`src/rtl/pipe_ctrl_pkg.sv`:
```
// pipe_ctrl_pkg: shared constants, state encoding and stall-mask helper for
// the pipeline controller.
//   STALL_W      width of the per-register stall bus (bit0 pc .. bit4 mem/wb)
//   WORD_W       address width
//   CNT_W        divide timeout counter width
//   DIV_TIMEOUT  divide cycles allowed before the sticky timeout flag is set
package pipe_ctrl_pkg;

  localparam int unsigned STALL_W     = 5;
  localparam int unsigned WORD_W      = 32;
  localparam int unsigned CNT_W       = 6;
  localparam int unsigned DIV_TIMEOUT = 40;

  localparam logic STOP   = 1'b1;
  localparam logic NOSTOP = 1'b0;

  localparam logic [WORD_W-1:0] PC_INIT   = 32'hBFC0_0000;
  localparam logic [WORD_W-1:0] ZERO_WORD = 32'h0000_0000;

  typedef enum logic [1:0] {
    ST_RUN      = 2'd0,
    ST_DIV_WAIT = 2'd1,
    ST_EXC_PEND = 2'd2,
    ST_FLUSH    = 2'd3
  } state_e;

  // Thermometer mask holding the lowest `depth` pipeline registers, so a
  // stall pattern can never have a released register below a held one.
  function automatic logic [STALL_W-1:0] stall_upto(input int unsigned depth);
    logic [STALL_W-1:0] m;
    m = {STALL_W{NOSTOP}};
    for (int unsigned i = 0; i < STALL_W; i++) begin
      if (i < depth) m[i] = STOP;
    end
    return m;
  endfunction

  localparam logic [STALL_W-1:0] STALL_NONE = stall_upto(0);
  localparam logic [STALL_W-1:0] STALL_IBUS = stall_upto(2);
  localparam logic [STALL_W-1:0] STALL_ID   = stall_upto(3);
  localparam logic [STALL_W-1:0] STALL_DIV  = stall_upto(4);
  localparam logic [STALL_W-1:0] STALL_ALL  = stall_upto(STALL_W);

endpackage

```
`src/rtl/pipe_ctrl.sv`:
```
// pipe_ctrl: pipeline hazard / redirect controller.
// Generates per-register stall enables, a one-cycle flush with the redirect
// address for exceptions and ERET, and supervises multi-cycle divides with a
// sticky timeout flag.
// Ports:
//   cpu_clk_50M, cpu_rst_n   clock, asynchronous active-low reset
//   stallreq_id              load-use hazard from decode
//   stallreq_ibus            instruction fetch outstanding
//   div_start, div_ready     divide issue / completion pulses
//   dbus_wait                data bus transaction outstanding in mem
//   exc_req, eret_req        exception / ERET at mem (level, held until flush)
//   exc_vector, epc          handler address / ERET return address
//   stall                    per-register hold (combinational)
//   flush, flush_pc          registered one-cycle flush and redirect address
//   div_timeout              registered sticky divide timeout flag
module pipe_ctrl
  import pipe_ctrl_pkg::*;
(
  input  logic               cpu_clk_50M,
  input  logic               cpu_rst_n,
  input  logic               stallreq_id,
  input  logic               stallreq_ibus,
  input  logic               div_start,
  input  logic               div_ready,
  input  logic               dbus_wait,
  input  logic               exc_req,
  input  logic               eret_req,
  input  logic [WORD_W-1:0]  exc_vector,
  input  logic [WORD_W-1:0]  epc,
  output logic [STALL_W-1:0] stall,
  output logic               flush,
  output logic [WORD_W-1:0]  flush_pc,
  output logic               div_timeout
);

  localparam logic [CNT_W-1:0] CNT_LAST = CNT_W'(DIV_TIMEOUT - 1);

  state_e             state_q, state_d;
  logic [CNT_W-1:0]   cnt_q, cnt_d;
  logic [WORD_W-1:0]  target_q, target_d;
  logic [WORD_W-1:0]  flush_pc_d;
  logic               flush_d;
  logic               div_timeout_d;
  logic               redirect_req;
  logic [WORD_W-1:0]  redirect_pc;
  logic               take_redirect;
  logic [STALL_W-1:0] stall_c;

  // Exception wins over ERET when both are raised in the same cycle.
  assign redirect_req  = exc_req | eret_req;
  assign redirect_pc   = exc_req ? exc_vector : epc;
  assign take_redirect = redirect_req &&
                         ((state_q == ST_RUN) || (state_q == ST_DIV_WAIT));

  // State register and registered outputs.
  always_ff @(posedge cpu_clk_50M or negedge cpu_rst_n) begin
    if (!cpu_rst_n) begin
      state_q     <= ST_RUN;
      cnt_q       <= '0;
      target_q    <= ZERO_WORD;
      flush       <= 1'b0;
      flush_pc    <= PC_INIT;
      div_timeout <= 1'b0;
    end else begin
      state_q     <= state_d;
      cnt_q       <= cnt_d;
      target_q    <= target_d;
      flush       <= flush_d;
      flush_pc    <= flush_pc_d;
      div_timeout <= div_timeout_d;
    end
  end

  // Next-state and next registered-output logic.
  always_comb begin
    state_d       = state_q;
    cnt_d         = cnt_q;
    target_d      = target_q;
    flush_pc_d    = flush_pc;
    div_timeout_d = div_timeout;

    if (take_redirect) begin
      // An in-flight divide is abandoned; mem cannot be flushed while its
      // bus transaction is outstanding, so the target is parked until then.
      if (dbus_wait) begin
        state_d  = ST_EXC_PEND;
        target_d = redirect_pc;
      end else begin
        state_d    = ST_FLUSH;
        flush_pc_d = redirect_pc;
      end
    end else begin
      unique case (state_q)
        ST_RUN: begin
          if (div_start && !dbus_wait) begin
            state_d = ST_DIV_WAIT;
            cnt_d   = '0;
          end
        end
        ST_DIV_WAIT: begin
          cnt_d = cnt_q + CNT_W'(1);
          if (div_ready) begin
            state_d = ST_RUN;
          end else if (cnt_q == CNT_LAST) begin
            state_d       = ST_RUN;
            div_timeout_d = 1'b1;
          end
        end
        ST_EXC_PEND: begin
          if (!dbus_wait) begin
            state_d    = ST_FLUSH;
            flush_pc_d = target_q;
          end
        end
        ST_FLUSH: begin
          state_d = ST_RUN;
        end
      endcase
    end

    flush_d = (state_d == ST_FLUSH);
  end

  // Stall priority encoder; first matching condition wins.
  always_comb begin
    stall_c = STALL_NONE;
    if (state_q == ST_FLUSH) begin
      stall_c = STALL_NONE;
    end else if ((state_q == ST_EXC_PEND) || ((state_q == ST_RUN) && redirect_req)) begin
      stall_c = STALL_ALL;
    end else if (dbus_wait) begin
      stall_c = STALL_ALL;
    end else if (((state_q == ST_DIV_WAIT) && !div_ready) ||
                 ((state_q == ST_RUN) && div_start)) begin
      stall_c = STALL_DIV;
    end else if (stallreq_id) begin
      stall_c = STALL_ID;
    end else if (stallreq_ibus) begin
      stall_c = STALL_IBUS;
    end
  end

  // Reset must release every register immediately, not at the next edge.
  assign stall = cpu_rst_n ? stall_c : STALL_NONE;

endmodule

```
`config.mk`:
```
export PLATFORM = sky130hd
export DESIGN_NAME = pipe_ctrl
export DESIGN_NICKNAME = d
export VERILOG_FILES = /design/src/rtl/pipe_ctrl_pkg.sv /design/src/rtl/pipe_ctrl.sv
export SDC_FILE = /design/constraint.sdc
export NUM_CORES = 1
export LEC_CHECK = 0
export CORE_MARGIN = 1.5
export CORE_UTILIZATION = 44
export CTS_CLUSTER_SIZE = 16
export DETAILED_ROUTE_END_ITERATION = 10
export PLACE_DENSITY = 0.77
export SETUP_SLACK_MARGIN = 0.15
export SLEW_MARGIN = 20
export SYNTH_ARGS = -nofsm -noshare
export SYNTH_HDL_FRONTEND = slang
export SYNTH_SLANG_ARGS = --single-unit
```
`constraint.sdc`:
```
create_clock -name cpu_clk_50M -period 2.1 [get_ports cpu_clk_50M]
set_input_delay 0.525 -clock cpu_clk_50M [delete_from_list [all_inputs] [get_ports cpu_clk_50M]]
set_output_delay 0.525 -clock cpu_clk_50M [all_outputs]
set_load 0.005 [all_outputs]
```
==> results.cfg, run 1 <==
[setup_path]
worst-r2r-setup-slack_ps = -70
worst-endpoint-arrival_ps = 2400
launching_point_of_the_worst_reg2reg_path = state_q[1]$_DFF_PN0_
critPathRequiredTime_ps = 2330
cp_max_fo = 7
timing_worst_setup_path_type = register to register
reg2reg_to = flush_pc[30]$_DFFE_PN0P_
end_kind = register
setup.worst_path.start_class = register
worst-r2r-cell-count = 7

[hold_path]
path_type_of_the_worst_min_delay_path = input pin to async pin

[placed_design]
dp_worst_setup_slack_ps = -630
gp_routability_congestion = 0.829
numPortBuffers = 111
post-dp-hpwl_um = 7210
placed_area_sq_mm = 0.00548

[route]
via_per_inst = 5.63
drc = 0
wl_per_cell_um = 17.8
postRouteWirelength_um = 11700
final_antenna_net_count = 0
detailedRoute.firstIterationViolations = 175
routed-via-count = 3711
drt-pass1-iter-count = 4

[clock_network]
numClockSinks = 74
cts_buffer_depth = 2
total_clock_buffers_created_by_cts = 9
clk_root_buffer_cell = sky130_fd_sc_hd__clkbuf_8
worst_skew_pair.late_latency_ps = 350
total_of_hold_buffers_inserted_after_clock_tree_synthesis = 0
cts_tree = yes
cts-htree-levels = 3
path_clk_slew_ps = 80

[grt]
first_global_vias = 3705
total_routing_usage_gr_pct = 23.4
grt_antenna_before_repair = 0
wire_length_of_the_first_global_routing_pass_um = 18500
overflow = 0
grt_start_max_net_pins = 75

[logic_synthesis]
netlist_top_cells_area = sky130_fd_sc_hd__dfrtp_1 (39%), sky130_fd_sc_hd__mux2_2 (8.4%), sky130_fd_sc_hd__o21ai_0 (8.4%), sky130_fd_sc_hd__mux2i_1 (8.0%), sky130_fd_sc_hd__a221o_1 (7.5%)
synth.top_cells.by_count = sky130_fd_sc_hd__nand2_1 (70), sky130_fd_sc_hd__o21ai_0 (69), sky130_fd_sc_hd__dfrtp_1 (65)
synth.lib_cells_used.distinct = 41
yosys_register_bits = 74
ys_dominant_reg_cell = sky130_fd_sc_hd__dfrtp_1
syn_nets = 489
yosysMostFrequentCell = sky130_fd_sc_hd__nand2_1
post_synth_instance_area_sq_mm = 0.00413
synth_area_leader_cell = sky130_fd_sc_hd__dfrtp_1
asyncSetResetFlopFracSynth_pct = 100
netlist.area_leader.share_pct = 39.3
avgSynthCellArea_sq_um = 9.96
ys.warnings.count = 0
synth-seq-area-share_pct = 45.1
synth_edf_count = 0
synth_cells = 415

[pwr]
cellPowerDensity_mw_per_mm2 = 1330
total_leakage_power_nw = 2.73
worst_ir_drop_vdd_mv = 0.630

[timing]
period_share_pct = 103
setup_violations = 35
max_freq_mhz = 460
worstMarginPinSlew_ps = 968
rsz0062_at_grt = true
report.final.hold_viol_count = 0
layout_setup_ws_ps = -71.7
final_critical_path_required_period_ps = 2170
fin_skew_ps = 13.9
timing.slew.headroom_pct = 35.5
timing.final.max_slew_violations = 0

[die]
num_rows = 35
die_area_sq_mm = 0.00999
core_region_area_sq_mm = 0.00915
start_util_pct = 45.2
pin_count = 112
die_w_um = 99.9
fp.dieH_um = 99.9

[layout]
final_core_utilization_pct = 66.6
area_growth_pct = 47.5
diodes = 0
post_route_cells_drive_above_1_share_pct = 21.5
fillers = 713
fin_area_sq_mm = 0.00610
design.final.nets = 617

[run]
drv_cap = 0

[run_status]
result_of_the_run = finished with violations
failed_checks = setup timing
==> power breakdown <==
| part | internal, mW | switching [mW] | leakage (nW) |
|---|---|---|---|
| clock | 0.826 | 0.544 | 0.121 |
| combinational | 2.54 | 1.58 | 1.71 |
| sequential | 2.15 | 0.471 | 0.902 |
| total | 5.51 | 2.60 | 2.73 |
==> routing by layer <==
layer | up-vias | wire (um) | track usage, % | part of all wire (%)
li1 | 1750 | - | - | -
met1 | 1813 | 5150 | 31.5 | 44
met2 | 131 | 5740 | 38.3 | 49
met3 | 17 | 640 | 3.97 | 5.5
met4 | 0 | 214 | 8.56 | 1.8
met5 | - | 0 | 0 | 0
==> final cells by class <==
| cell class | count | area (sq um) | area share (%) |
|---|---|---|---|
| sequential | 74 | 1860 | 30.6 |
| timing repair buffer | 152 | 1560 | 25.6 |
| clock inverter | 4 | 98.8 | 1.62 |
| multi-input combinational | 304 | 2280 | 37.4 |
| tap | 111 | 139 | 2.28 |
| inverter | 2 | 7.51 | 0.123 |
| clock buffer | 12 | 145 | 2.38 |
==> cell families after synthesis <==
group           count (synthesis)  share of synthesized area [%]
mux                            65                           16.7
compound gates                119                           19.9
fa+ha+maj                       1                          0.303
buf+inv                        37                           4.24
flops                          74                           45.1
simple gates                  119                           13.8
==> worst max-delay path by stage <==
stage                                           to                  from  slack (ps)
after global routing      flush_pc[30]$_DFFE_PN0P_  state_q[1]$_DFF_PN0_        -120
final                     flush_pc[30]$_DFFE_PN0P_  state_q[1]$_DFF_PN0_         -70
after floorplan            flush_pc[0]$_DFFE_PN0P_             div_ready         100
after global placement                    stall[0]              eret_req        -570
after CTS                                 stall[0]  state_q[1]$_DFF_PN0_        -110
after detailed placement                  stall[0]              eret_req        -630
==> layout by cell type (no fill, tap or decap), types with 3 or more instances in the layout <==
cell | synthesis | layout
sky130_fd_sc_hd__o21ai_0 | 69 | 66
sky130_fd_sc_hd__buf_12 | 0 | 5
sky130_fd_sc_hd__nand2b_1 | 33 | 33
sky130_fd_sc_hd__mux2i_1 | 33 | 33
sky130_fd_sc_hd__nor2_1 | 4 | 3
sky130_fd_sc_hd__mux2_4 | 0 | 32
sky130_fd_sc_hd__dlymetal6s2s_1 | 0 | 4
sky130_fd_sc_hd__clkdlybuf4s50_1 | 0 | 96
sky130_fd_sc_hd__dfstp_2 | 9 | 9
sky130_fd_sc_hd__buf_6 | 4 | 11
sky130_fd_sc_hd__clkbuf_8 | 0 | 10
sky130_fd_sc_hd__o21a_1 | 3 | 3
sky130_fd_sc_hd__buf_2 | 2 | 7
sky130_fd_sc_hd__dfrtp_1 | 65 | 64
sky130_fd_sc_hd__buf_4 | 1 | 22
sky130_fd_sc_hd__nand2_1 | 70 | 70
sky130_fd_sc_hd__a22o_1 | 4 | 4
sky130_fd_sc_hd__bufinv_16 | 0 | 3
sky130_fd_sc_hd__a221o_1 | 31 | 31
sky130_fd_sc_hd__o21ai_1 | 1 | 3
==> sequential cells by signal, summed over array words and instances (netlist names) <==
register     cells
flush            1
state_q          2
flush_pc        32
target_q        32
div_timeout      1
cnt_q            6
==> critical path, cell delays in order (launching register included) <==
cell,delay (ps)
sky130_fd_sc_hd__dfrtp_2,440
sky130_fd_sc_hd__or3b_4,410
sky130_fd_sc_hd__buf_6,130
sky130_fd_sc_hd__a211o_1,270
sky130_fd_sc_hd__a21boi_4,210
sky130_fd_sc_hd__buf_6,160
sky130_fd_sc_hd__buf_12,130
sky130_fd_sc_hd__mux2_4,300
==> per-stage QoR <==
stage | hold WS [ps] | std cells | TNS (ps) | power [mW]
final | 450 | 659 | -1390 | 8.11
after detailed placement | 464 | 628 | -30780 | 5.94
after floorplan | 229 | 415 | 0 | 4.53
after global placement | 451 | 628 | -28200 | 5.79
after global routing | 488 | 659 | -3030 | 8.64
after CTS | 482 | 655 | -1220 | 7.88
==> timing repair <==
action,in CTS,in global routing
setup endpoints to repair,69,72
cloned,2,1
resized for setup,70,23
pin swaps,7,5
buffers inserted,9,3
(Power assumes the default switching activity.)
==> run 2, diff against run 1 <==
--- a/config.mk
+++ b/config.mk
@@ -11,7 +11,7 @@
 export DETAILED_ROUTE_END_ITERATION = 10
 export PLACE_DENSITY = 0.77
 export SETUP_SLACK_MARGIN = 0.15
-export SLEW_MARGIN = 20
+export SKIP_LAST_GASP = 1
 export SYNTH_ARGS = -nofsm -noshare
 export SYNTH_HDL_FRONTEND = slang
 export SYNTH_SLANG_ARGS = --single-unit
==> results.cfg, run 2 (synthesized netlist as in run 1, its figures left out) <==
[pwr]
seqPwrFrac_pct = 32.9
switching_power_mw = 2.55
cellPowerDensity_mw_per_mm2 = 1320
pwr-share-comb_pct = 50.0
pwr-share-clk_pct = 17.2
switching_share_pct = 32.0
total_leakage_power_nw = 2.70
cellInternalPower_mw = 5.42
worst_ir_drop_vdd_mv = 0.632
report.power.total_mw = 7.97

[layout]
area_growth_pct = 46.3
design.final.nets = 617
finish.cell_count_without_fillers = 659
mostFrequentLayoutCells = sky130_fd_sc_hd__clkdlybuf4s50_1 (96), sky130_fd_sc_hd__nand2_1 (70), sky130_fd_sc_hd__o21ai_0 (66)
post_route_cells_drive_above_1_share_pct = 21.5
fillers = 721
largest_registers = flush_pc: 32 flops, target_q: 32 flops, cnt_q: 6 flops
diodes = 0
most_common_cell_after_layout_fill_and_taps_aside = sky130_fd_sc_hd__clkdlybuf4s50_1

[timing]
timing.slew.headroom_pct = 35.1
report.final.hold_viol_count = 0
final_critical_path_required_period_ps = 2180
rsz0062_at_grt = true
layout_setup_ws_ps = -78.1
worstMarginPinSlew_ps = 974
period_share_pct = 104
timing.final.max_slew_violations = 0
fin_skew_ps = 16.8
setup_violations = 35
max_freq_mhz = 459

[route]
drt-pass1-iter-count = 4
routed-via-count = 3697
detailedRoute.firstIterationViolations = 165
final_antenna_net_count = 0
wl_per_cell_um = 17.5
via_per_inst = 5.61
drc = 0
postRouteWirelength_um = 11600

[placed_design]
gp_routability_congestion = 0.829
post-dp-hpwl_um = 7210
dp_worst_setup_slack_ps = -630
numPortBuffers = 111
place_inst = 628

[die]
core_region_area_sq_mm = 0.00915
fp.dieH_um = 99.9
die_area_sq_mm = 0.00999
die_w_um = 99.9
num_rows = 35
start_util_pct = 45.2
pin_count = 112

[setup_path]
cpMaxStageDelayCell = sky130_fd_sc_hd__or3b_4
cell_seen_most_often_among_critical_path_stages = sky130_fd_sc_hd__buf_6
cp_max_fo = 7
worst-endpoint-arrival_ps = 2400
timing_worst_setup_path_type = input pin to register
crit_family = buffers and inverters
critical-path-max-stage-delay_ps = 430
critPathBufInv = 4
end_kind = register
critPathRequiredTime_ps = 2320
critical_path.cell_chain = dlygate4sd2_1 -> or3b_4 -> buf_6 -> a211o_1 -> a21boi_4 -> buf_6 -> buf_12 -> mux2_4
setup.worst_path.start_class = input pin

[run_status]
failed_checks = setup timing
result_of_the_run = finished with violations

[grt]
grt_antenna_before_repair = 0
overflow = 0
wire_length_of_the_first_global_routing_pass_um = 18100
first_global_vias = 3650
grt_start_max_net_pins = 75
total_routing_usage_gr_pct = 23.0

[clock_network]
cts-htree-levels = 3
numClockSinks = 74
total_clock_buffers_created_by_cts = 9
worst_skew_pair.late_latency_ps = 350
clk_root_buffer_cell = sky130_fd_sc_hd__clkbuf_8
cts_buffer_depth = 2
path_clk_slew_ps = 80
cts_tree = yes

[run]
drv_cap = 0

[hold_path]
path_type_of_the_worst_min_delay_path = input pin to async pin
==> run 2: cell count changes in the layout (fill, tap and decap cells not counted) <==
cell                              change
sky130_fd_sc_hd__mux2_2              +11
sky130_fd_sc_hd__clkdlybuf4s15_2      -1
sky130_fd_sc_hd__dlygate4sd2_1        +1
sky130_fd_sc_hd__buf_2                +1
sky130_fd_sc_hd__clkdlybuf4s15_1      -1
sky130_fd_sc_hd__mux2_4              -11
==> run 2: final timing paths <==
path                                              start                       end  slack [ps]  cells past startpoint
worst max-delay path                          div_ready  flush_pc[30]$_DFFE_PN0P_         -80                      8
worst min-delay path                          cpu_rst_n  flush_pc[18]$_DFFE_PN0P_         440                      2
worst max register to register     state_q[1]$_DFF_PN0_  flush_pc[30]$_DFFE_PN0P_         -60                      7
worst min register to register  div_timeout$_DFFE_PN0P_   div_timeout$_DFFE_PN0P_         480                      1
max in group asynchronous                     cpu_rst_n      state_q[1]$_DFF_PN0_         960                      2
min in group cpu_clk_50M        div_timeout$_DFFE_PN0P_   div_timeout$_DFFE_PN0P_         480                      1
==> run 2: what timing repair did <==
item	CTS	global route
hold buffers	0	0
cloned	2	1
pin swaps	7	4
setup endpoints to repair	69	72
buffers inserted	9	3
gates resized for setup	53	29
==> run 2: per-layer routing <==
| layer | vias up | part of all wire, % | global-route usage (%) |
|---|---|---|---|
| met4 | 0 | 2.4 | 9.32 |
| met1 | 1819 | 45 | 30.7 |
| met3 | 21 | 4.2 | 3.97 |
| met2 | 104 | 48 | 37.3 |
| met5 | - | 0 | 0 |
| li1 | 1753 | - | - |
==> run 2: through the flow <==
stage               hold slack [ps]  setup TNS [ps]  area, sq um  util (%)
floorplan                       229               0         4140         -
global placement                451          -28200         5480      59.8
detailed placement              464          -30780         5480      59.8
CTS                             482           -1460         5920      64.7
global route                    488           -3190         6050      66.1
finish                          443           -1790         6050      66.1
==> run 2: layout make-up <==
type | instances | area (sq um) | share of cell area, %
clock buffer | 12 | 145 | 2.40
tap | 111 | 139 | 2.30
multi-input combinational | 304 | 2240 | 37.0
timing repair buffer | 152 | 1550 | 25.7
sequential | 74 | 1860 | 30.8
clock inverter | 4 | 98.8 | 1.63
inverter | 2 | 7.51 | 0.124
==> run 2: worst reg2reg max path, cell delays in order, from the launching register on <==
cell and delay, ps:
sky130_fd_sc_hd__dfrtp_2 440, sky130_fd_sc_hd__or3b_4 410, sky130_fd_sc_hd__buf_6 130, sky130_fd_sc_hd__a211o_1 270, sky130_fd_sc_hd__a21boi_4 210, sky130_fd_sc_hd__buf_6 160
sky130_fd_sc_hd__buf_12 130, sky130_fd_sc_hd__mux2_4 300
==> run 2: power by group through the flow <==
stage | Clock, mW | Combinational, mW | Sequential (mW)
4_1_cts | 1.39 | 3.71 | 2.59
6_report | 1.37 | 3.98 | 2.62
5_1_grt | 1.45 | 4.34 | 2.70
3_3_place_gp | 0 | 3.21 | 2.57
2_1_floorplan | 0 | 1.99 | 2.54
3_5_place_dp | 0 | 3.33 | 2.61
